### config.mk
export PLATFORM = sky130hd
export DESIGN_NAME = out_bus
export DESIGN_NICKNAME = d
export VERILOG_FILES = /design/src/rtl/out_bus.sv
export SDC_FILE = /design/constraint.sdc
export NUM_CORES = 1
export LEC_CHECK = 0
export BUFFER_PORTS_ARGS = -buffer_cell sky130_fd_sc_hd__buf_4
export CORE_MARGIN = 3
export CORE_UTILIZATION = 48
export DETAILED_ROUTE_END_ITERATION = 16
export GPL_ROUTABILITY_DRIVEN = 0
export GPL_TIMING_DRIVEN = 0
export MAX_ROUTING_LAYER = met4
export PLACE_DENSITY = 0.92
export SKIP_CTS_REPAIR_TIMING = 1
export SYNTH_ARGS = -nofsm -noshare
export SYNTH_HDL_FRONTEND = slang
export SYNTH_SLANG_ARGS = --single-unit
### constraint.sdc
create_clock -name clk -period 6.01 [get_ports clk]
set_input_delay 0.601 -clock clk [delete_from_list [all_inputs] [get_ports clk]]
set_output_delay 0.601 -clock clk [all_outputs]
set_load 0.1 [all_outputs]
### src/rtl/out_bus.sv
// Response-path bus: round-robin drain of per-switch output FIFOs, one response
// at a time, held on the output until the consumer takes it with valid/ready.
module out_bus #(
    parameter int unsigned NUM_SW_INST = 5,
    parameter int unsigned W_WIDTH     = 8,
    parameter int unsigned FRAME_WIDTH = 32
) (
    input  logic                               clk,
    input  logic                               rst,
    input  logic [NUM_SW_INST-1:0]             fifo_empty,
    input  logic [NUM_SW_INST*FRAME_WIDTH-1:0] fifo_rd_data,
    output logic [NUM_SW_INST-1:0]             fifo_rd_en,
    input  logic                               rdy,
    output logic                               valid_out,
    output logic [7:0]                         op_id_out,
    output logic [W_WIDTH-1:0]                 rd_data_out,
    output logic                               wr_rd_out,
    output logic [7:0]                         addr_out
);

    localparam int unsigned IDX_W     = 3;
    localparam int unsigned OP_LSB    = 0;
    localparam int unsigned DATA_LSB  = 8;
    localparam int unsigned WR_BIT    = 16;
    localparam int unsigned RA_LSB    = 17;
    localparam int unsigned RA_W      = 5;
    localparam int unsigned USED_BITS = RA_LSB + RA_W;

    typedef enum logic [1:0] {
        S_IDLE,
        S_READ,
        S_WAIT,
        S_HOLD
    } state_e;

    state_e                   state_q;
    logic [IDX_W-1:0]         grant_q;
    logic [IDX_W-1:0]         last_grant_q;
    logic [NUM_SW_INST-1:0]   rd_en_q;
    logic                     valid_q;
    logic [7:0]               op_id_q;
    logic [W_WIDTH-1:0]       data_q;
    logic                     wr_rd_q;
    logic [7:0]               addr_q;

    logic                     grant_vld_d;
    logic [IDX_W-1:0]         grant_d;
    logic [FRAME_WIDTH-1:0]   frames [NUM_SW_INST];
    logic [FRAME_WIDTH-1:0]   frame;
    logic                     unused_frame_bits;

    // Round-robin search starting just after the last winner, wrapping at NUM_SW_INST.
    always_comb begin : arb_search
        logic [IDX_W:0] cand;
        cand        = '0;
        grant_vld_d = 1'b0;
        grant_d     = '0;
        for (int unsigned k = 1; k <= NUM_SW_INST; k++) begin
            cand = (IDX_W+1)'(last_grant_q) + (IDX_W+1)'(k);
            if (cand >= (IDX_W+1)'(NUM_SW_INST)) begin
                cand = cand - (IDX_W+1)'(NUM_SW_INST);
            end
            if (!grant_vld_d && !fifo_empty[cand[IDX_W-1:0]]) begin
                grant_vld_d = 1'b1;
                grant_d     = cand[IDX_W-1:0];
            end
        end
    end

    always_comb begin
        for (int unsigned i = 0; i < NUM_SW_INST; i++) begin
            frames[i] = fifo_rd_data[i*FRAME_WIDTH +: FRAME_WIDTH];
        end
    end

    assign frame = frames[grant_q];

    // Upper frame bits carry no information.
    assign unused_frame_bits = ^frame[FRAME_WIDTH-1:USED_BITS];

    always_ff @(posedge clk or posedge rst) begin
        if (rst) begin
            state_q      <= S_IDLE;
            grant_q      <= '0;
            last_grant_q <= IDX_W'(NUM_SW_INST - 1);
            rd_en_q      <= '0;
            valid_q      <= 1'b0;
            op_id_q      <= '0;
            data_q       <= '0;
            wr_rd_q      <= 1'b0;
            addr_q       <= '0;
        end else begin
            case (state_q)
                S_IDLE: begin
                    if (grant_vld_d) begin
                        grant_q <= grant_d;
                        rd_en_q <= NUM_SW_INST'(1) << grant_d;
                        state_q <= S_READ;
                    end
                end
                S_READ: begin
                    rd_en_q <= '0;
                    state_q <= S_WAIT;
                end
                // FIFO data for the strobed entry is on the bus this cycle.
                S_WAIT: begin
                    op_id_q      <= frame[OP_LSB +: 8];
                    data_q       <= frame[DATA_LSB +: W_WIDTH];
                    wr_rd_q      <= frame[WR_BIT];
                    addr_q       <= {grant_q, frame[RA_LSB +: RA_W]};
                    valid_q      <= 1'b1;
                    last_grant_q <= grant_q;
                    state_q      <= S_HOLD;
                end
                S_HOLD: begin
                    if (rdy) begin
                        valid_q <= 1'b0;
                        state_q <= S_IDLE;
                    end
                end
                default: begin
                    rd_en_q <= '0;
                    valid_q <= 1'b0;
                    state_q <= S_IDLE;
                end
            endcase
        end
    end

    assign fifo_rd_en  = rd_en_q;
    assign valid_out   = valid_q;
    assign op_id_out   = op_id_q;
    assign rd_data_out = data_q;
    assign wr_rd_out   = wr_rd_q;
    assign addr_out    = addr_q;

endmodule

==> results.yml, run 1 <==
global_routing:
  grt_pass1_vias: 3697
  grt_pass1_wl_um: 17900
  gr-total-overflow: 0
  grt_max_degree: 38
  grt_antenna_before_repair: 0
  grt_usage_pct: 30.2
clock_network:
  cts_max_level: 2
  cts_tree: "built"
  clk_latency_ns: 0.29
  clk_pin_slew_worst_paths_ns: 0.07
  cts_buffers: 5
  cts_sinks: 37
  ctsLongestPathBuffers: 2
  cts-root-buf: "clkbuf_8"
worst_setup_path:
  reg2reg_slack_ns: 1.94
  reg2reg_from: "last_grant_q[1]$_DFFE_PP0P_"
  path_max_fanout: 7
  endpoint_kind: "flop"
  crit_path_end: "fifo_rd_en[1]$_DFFE_PP0P_"
  crit_type: "flop to flop"
  timing.rr.end: "fifo_rd_en[1]$_DFFE_PP0P_"
  critPathArrivalTime_ns: 4.27
  critical_path.startpoint: "last_grant_q[1]$_DFFE_PP0P_"
  crit_path_start_kind: "flop"
  worst-endpoint-required_ns: 6.21
  reg2regPathDepth: 12
die:
  die_x_um: 89.6
  fp.coreArea_um2: 6570
  pin_count: 199
  rows: 29
  initial_core_util_pct: 51.1
  die_area_um2: 8030
  die_y_um: 89.6
pwr:
  ir_drop_uv: 357
  power_density_nw_per_um2: 704
  p_leak_nw: 2.10
synth:
  synth_edf_count: 0
  synth_async_sr_flop_share_pct: 100
  synth-seq-cells: 37
  netlist-cell-type-count: 71
  syn_nets: 530
  synthCells: 346
  yosysMostFrequentCell: "nor2_1"
  synthFlopType: "dfrtp_1"
  synth.area.top_cells: "dfrtp_1, mux4_2, nor2_1, a221oi_1, ha_1"
  synth_top_area_share_pct: 26.8
  yosysWarnings: 0
  netlist_area_um2: 3360
  synth_common_cells: "nor2_1, dfrtp_1, a221oi_1, mux4_2, nand2_1"
  synth_top_area_cell: "dfrtp_1"
  avgSynthCellArea_um2: 9.70
  ys_seq_area_share_pct: 27.6
drt:
  drt_iter0_drc: 398
  first_pass_iters: 5
  routedWlPerCell_um: 20.3
  ant_nets: 0
  route.detailed.drc: 0
  routed-via-count: 3707
  drt-total-wl_um: 12100
  via_per_inst: 6.25
placement:
  pre_cts_slack_ns: 2.07
  port-buffer-count: 147
  dp_hpwl_um: 9680
layout:
  drive_gt1_share_pct: 41.8
  nets: 684
  areaGrowthSynthToFinish_pct: 38.9
  antenna_cells: 0
timing:
  fmax_mhz: 246
  final-hold-violation-count: 0
  fin_crit_sh_pct: 67.7
  drv_slew: 0
  setup_viol: 0
  rsz0062_at_grt: "no"
  tightest_slew_ns: 0.892
  worst_slack_ns: 1.94
  layout_min_cycle_time_ns: 4.07
  setup_tns_ns: 0
  slew_headroom_pct: 40.5
  fin_worst_skew_ns: 0.00643
outcome:
  outcome: "finished clean"
job:
  cap_violations: 0
hold_path:
  hp-class: "primary input to asynchronous set/reset pin"
layout by cell type (no fill, tap or decap), drive strengths merged, types with 15 or more instances in the layout:
master / instances
ha: 15
o21ai: 18
buf: 161
clkbuf: 22
nand2: 19
a221oi: 23
inv: 17
dfrtp: 36
nor2: 54
mux4: 23
cell families (layout without fill, tap and decap cells):
kind of cell / count (synthesis) / in the layout / share of synthesized area (%)
adder cells (fa/ha/maj): 16 / 16 / 6.19
buffers and inverters: 47 / 201 / 6.23
AO/OA/AOI/OAI: 88 / 88 / 21.7
XOR/XNOR: 4 / 4 / 1.04
flip-flops: 37 / 37 / 27.6
multiplexers: 38 / 38 / 20.6
AND/OR/NAND/NOR: 116 / 116 / 16.6
through the flow:
| stage | cell area [um^2] | power (mW) | instances | hold WS [ns] | util [%] |
|---|---|---|---|---|---|
| 4_1_cts | 4660 | 3.24 | 593 | 0.510 | 71.0 |
| 3_5_place_dp | 4580 | 3.05 | 586 | 0.495 | 69.7 |
| 6_report | 4660 | 3.28 | 593 | 0.456 | 71.0 |
| 5_1_grt | 4660 | 3.47 | 593 | 0.516 | 71.0 |
| 2_1_floorplan | 3360 | 2.46 | 346 | 0.478 | - |
| 3_3_place_gp | 4580 | 2.95 | 586 | 0.482 | 69.7 |
state kept, by name (all words and copies together), names as in the netlist:
| register | count |
|---|---|
| op_id_out | 8 |
| fifo_rd_en | 5 |
| rd_data_out | 8 |
| last_grant_q | 3 |
| valid_out | 1 |
| state_q | 2 |
| grant_q | 3 |
| wr_rd_out | 1 |
| addr_out | 6 |
critical path, cell delays in order (launching register included):
cell and delay, ns:
dfrtp_1 0.51, clkbuf_1 0.35, inv_1 0.23, ha_1 0.25
ha_1 0.40, or2_1 0.27, o21ai_1 0.37, a311oi_1 0.16
a2111oi_4 0.37, nand3_4 0.15, o211ai_2 0.31, or3b_1 0.41
o32ai_2 0.20
worst min path at each step:
stage                              startpoint                         to  depth (start not counted)
floorplan              grant_q[2]$_DFFE_PP0P_     grant_q[2]$_DFFE_PP0P_                          2
global placement    fifo_rd_en[2]$_DFFE_PP0P_  fifo_rd_en[2]$_DFFE_PP0P_                          1
detailed placement  fifo_rd_en[2]$_DFFE_PP0P_  fifo_rd_en[2]$_DFFE_PP0P_                          1
CTS                 fifo_rd_en[2]$_DFFE_PP0P_  fifo_rd_en[2]$_DFFE_PP0P_                          1
global route                              rst   op_id_out[0]$_DFFE_PP0P_                          2
finish                                    rst   op_id_out[0]$_DFFE_PP0P_                          2
per-layer routing:
metal  part of all wire [%]  wire length [um]  vias to the layer above  global-route usage, %
li1                       -                 -                     1628                      -
met1                     36              4400                     1784                   36.7
met2                     52              6310                      237                   49.0
met3                    7.3               878                       58                   6.84
met4                    4.0               478                        0                   11.5
met5                      0                 0                        -                      -
report_power, final:
group	leakage, nW	switching (mW)	internal, mW
clock	0.0443	0.0895	0.0911
combinational	1.62	1.77	0.873
sequential	0.431	0.0843	0.369
total	2.10	1.95	1.33
layout make-up:
class | count | area (um^2)
repair buffers | 147 | 1100
clock buffers | 7 | 86.3
fillers | 463 | 1910
multi-input cells | 262 | 2220
inverters | 18 | 67.6
well taps | 93 | 116
flip-flops and latches | 37 | 927
plain buffers | 29 | 141
Power figures use the tool's default switching activity.
==> run 2, diff against run 1 <==
CORE_UTILIZATION = 45   (was 48)
PLACE_DENSITY = 0.87   (was 0.92)
clock period = 3.9 ns   (was 6.01 ns; I/O delays follow)
==> results.yml, run 2 (same netlist as run 1, synthesis figures left out) <==
outcome:
  outcome: "finished clean"
global_routing:
  grt_antenna_before_repair: 0
  grt_pass1_wl_um: 18200
  grt_usage_pct: 27.4
  grt_pass1_vias: 3824
  gr-total-overflow: 0
  grt_max_degree: 38
clock_network:
  cts_tree: "built"
  clk_latency_ns: 0.29
  cts_max_level: 2
  ctsLongestPathBuffers: 2
  cts-root-buf: "clkbuf_8"
  cts_buffers: 5
  cts_sinks: 37
  clk_pin_slew_worst_paths_ns: 0.07
timing:
  slew_headroom_pct: 45.3
  fmax_mhz: 271
  hold_slack_ns: 0.233
  tightest_slew_ns: 0.820
  fin_crit_sh_pct: 94.7
  worst_slack_ns: 0.205
  rsz0062_at_grt: "no"
  final-hold-violation-count: 0
  setup_viol: 0
  fin_worst_skew_ns: 0.00498
  drv_slew: 0
  layout_min_cycle_time_ns: 3.69
worst_setup_path:
  crit_type: "flop to flop"
  endpoint_kind: "flop"
  cp_slowest_cell: "dfrtp_2"
  path_buf_inv: 4
  slowest_delay_ns: 0.45
  path_cells: "clkbuf_2 > inv_1 > ha_1 > buf_2 > buf_2 > mux2i_1 > mux2i_1 > nand3_1 > nand3_1 > and3_1 > nand4_1 > a21boi_1 > mux2_1"
  critPathArrivalTime_ns: 3.87
  reg2reg_from: "last_grant_q[1]$_DFFE_PP0P_"
  critical_path.startpoint: "last_grant_q[1]$_DFFE_PP0P_"
  crit_path_start_kind: "flop"
  worst-endpoint-required_ns: 4.07
  crit_family: "buffers and inverters"
  path_max_fanout: 10
layout:
  design_area_um2: 4690
  fillCellCount: 536
  areaGrowthSynthToFinish_pct: 39.8
  stdcell_count: 600
  drive_gt1_share_pct: 42.5
  final_cell_mix: "buf_4, nor2_1, dfrtp_1, mux4_2, a221oi_1"
  final_common_cell: "buf_4"
  nets: 687
  antenna_cells: 0
die:
  pin_count: 199
  rows: 30
  die_x_um: 92.4
  initial_core_util_pct: 47.8
  die_area_um2: 8530
  die_y_um: 92.4
  fp.coreArea_um2: 7020
drt:
  drt-total-wl_um: 11700
  first_pass_iters: 5
  drt_iter0_drc: 333
  routed-via-count: 3618
  ant_nets: 0
  route.detailed.drc: 0
  routedWlPerCell_um: 19.4
  via_per_inst: 6.03
placement:
  port-buffer-count: 147
  pre_cts_slack_ns: -0.0965
  place_inst: 589
  dp_hpwl_um: 9420
  dpl_cell_area_um2: 4580
pwr:
  ir_drop_uv: 664
  p_leak_nw: 2.11
  power_density_nw_per_um2: 1090
  finalPower_mw: 5.10
job:
  cap_violations: 0
hold_path:
  hp-class: "primary input to asynchronous set/reset pin"
run 2: cell type report:
| class | instances | area (um^2) | area share (%) |
|---|---|---|---|
| timing repair buffer | 150 | 1130 | 24.0 |
| tap | 96 | 120 | 2.56 |
| buffer | 29 | 143 | 3.04 |
| multi-input combinational | 262 | 2230 | 47.5 |
| inverter | 18 | 67.6 | 1.44 |
| sequential | 37 | 928 | 19.8 |
| clock buffer | 8 | 80.1 | 1.71 |
run 2: path summary, 6_finish.rpt:
| kind | slack (ns) | endpoint | cells after the start |
|---|---|---|---|
| max | 0.21 | state_q[1]$_DFFE_PP0P_ | 13 |
| min | 0.23 | rd_data_out[6]$_DFFE_PP0P_ | 2 |
| max reg2reg | 0.21 | state_q[1]$_DFFE_PP0P_ | 13 |
| min reg2reg | 0.52 | addr_out[1]$_DFFE_PP0P_ | 2 |
| max in group asynchronous | 3.13 | last_grant_q[1]$_DFFE_PP0P_ | 2 |
| min in group clk | 0.35 | addr_out[2]$_DFFE_PP0P_ | 3 |
run 2: per-stage QoR:
| stage | utilization, % | TNS (ns) |
|---|---|---|
| finish | 66.8 | 0 |
| floorplan | - | 0 |
| global placement | 65.2 | 0 |
| detailed placement | 65.2 | -0.269 |
| CTS | 66.4 | -0.470 |
| global route | 66.8 | 0 |
run 2: where the power goes:
part | switching (mW) | total [mW] | leakage, nW | internal, mW
clock network | 0.139 | 0.266 | 0.0395 | 0.127
registers | 0.128 | 0.698 | 0.429 | 0.570
logic | 2.73 | 4.13 | 1.64 | 1.40
total | 3.00 | 5.10 | 2.11 | 2.10
run 2: routing by layer:
layer	track usage, %	wire length [um]
met2	47.1	6070
met5	-	0
met3	4.96	828
met1	32.2	4290
met4	10.0	467
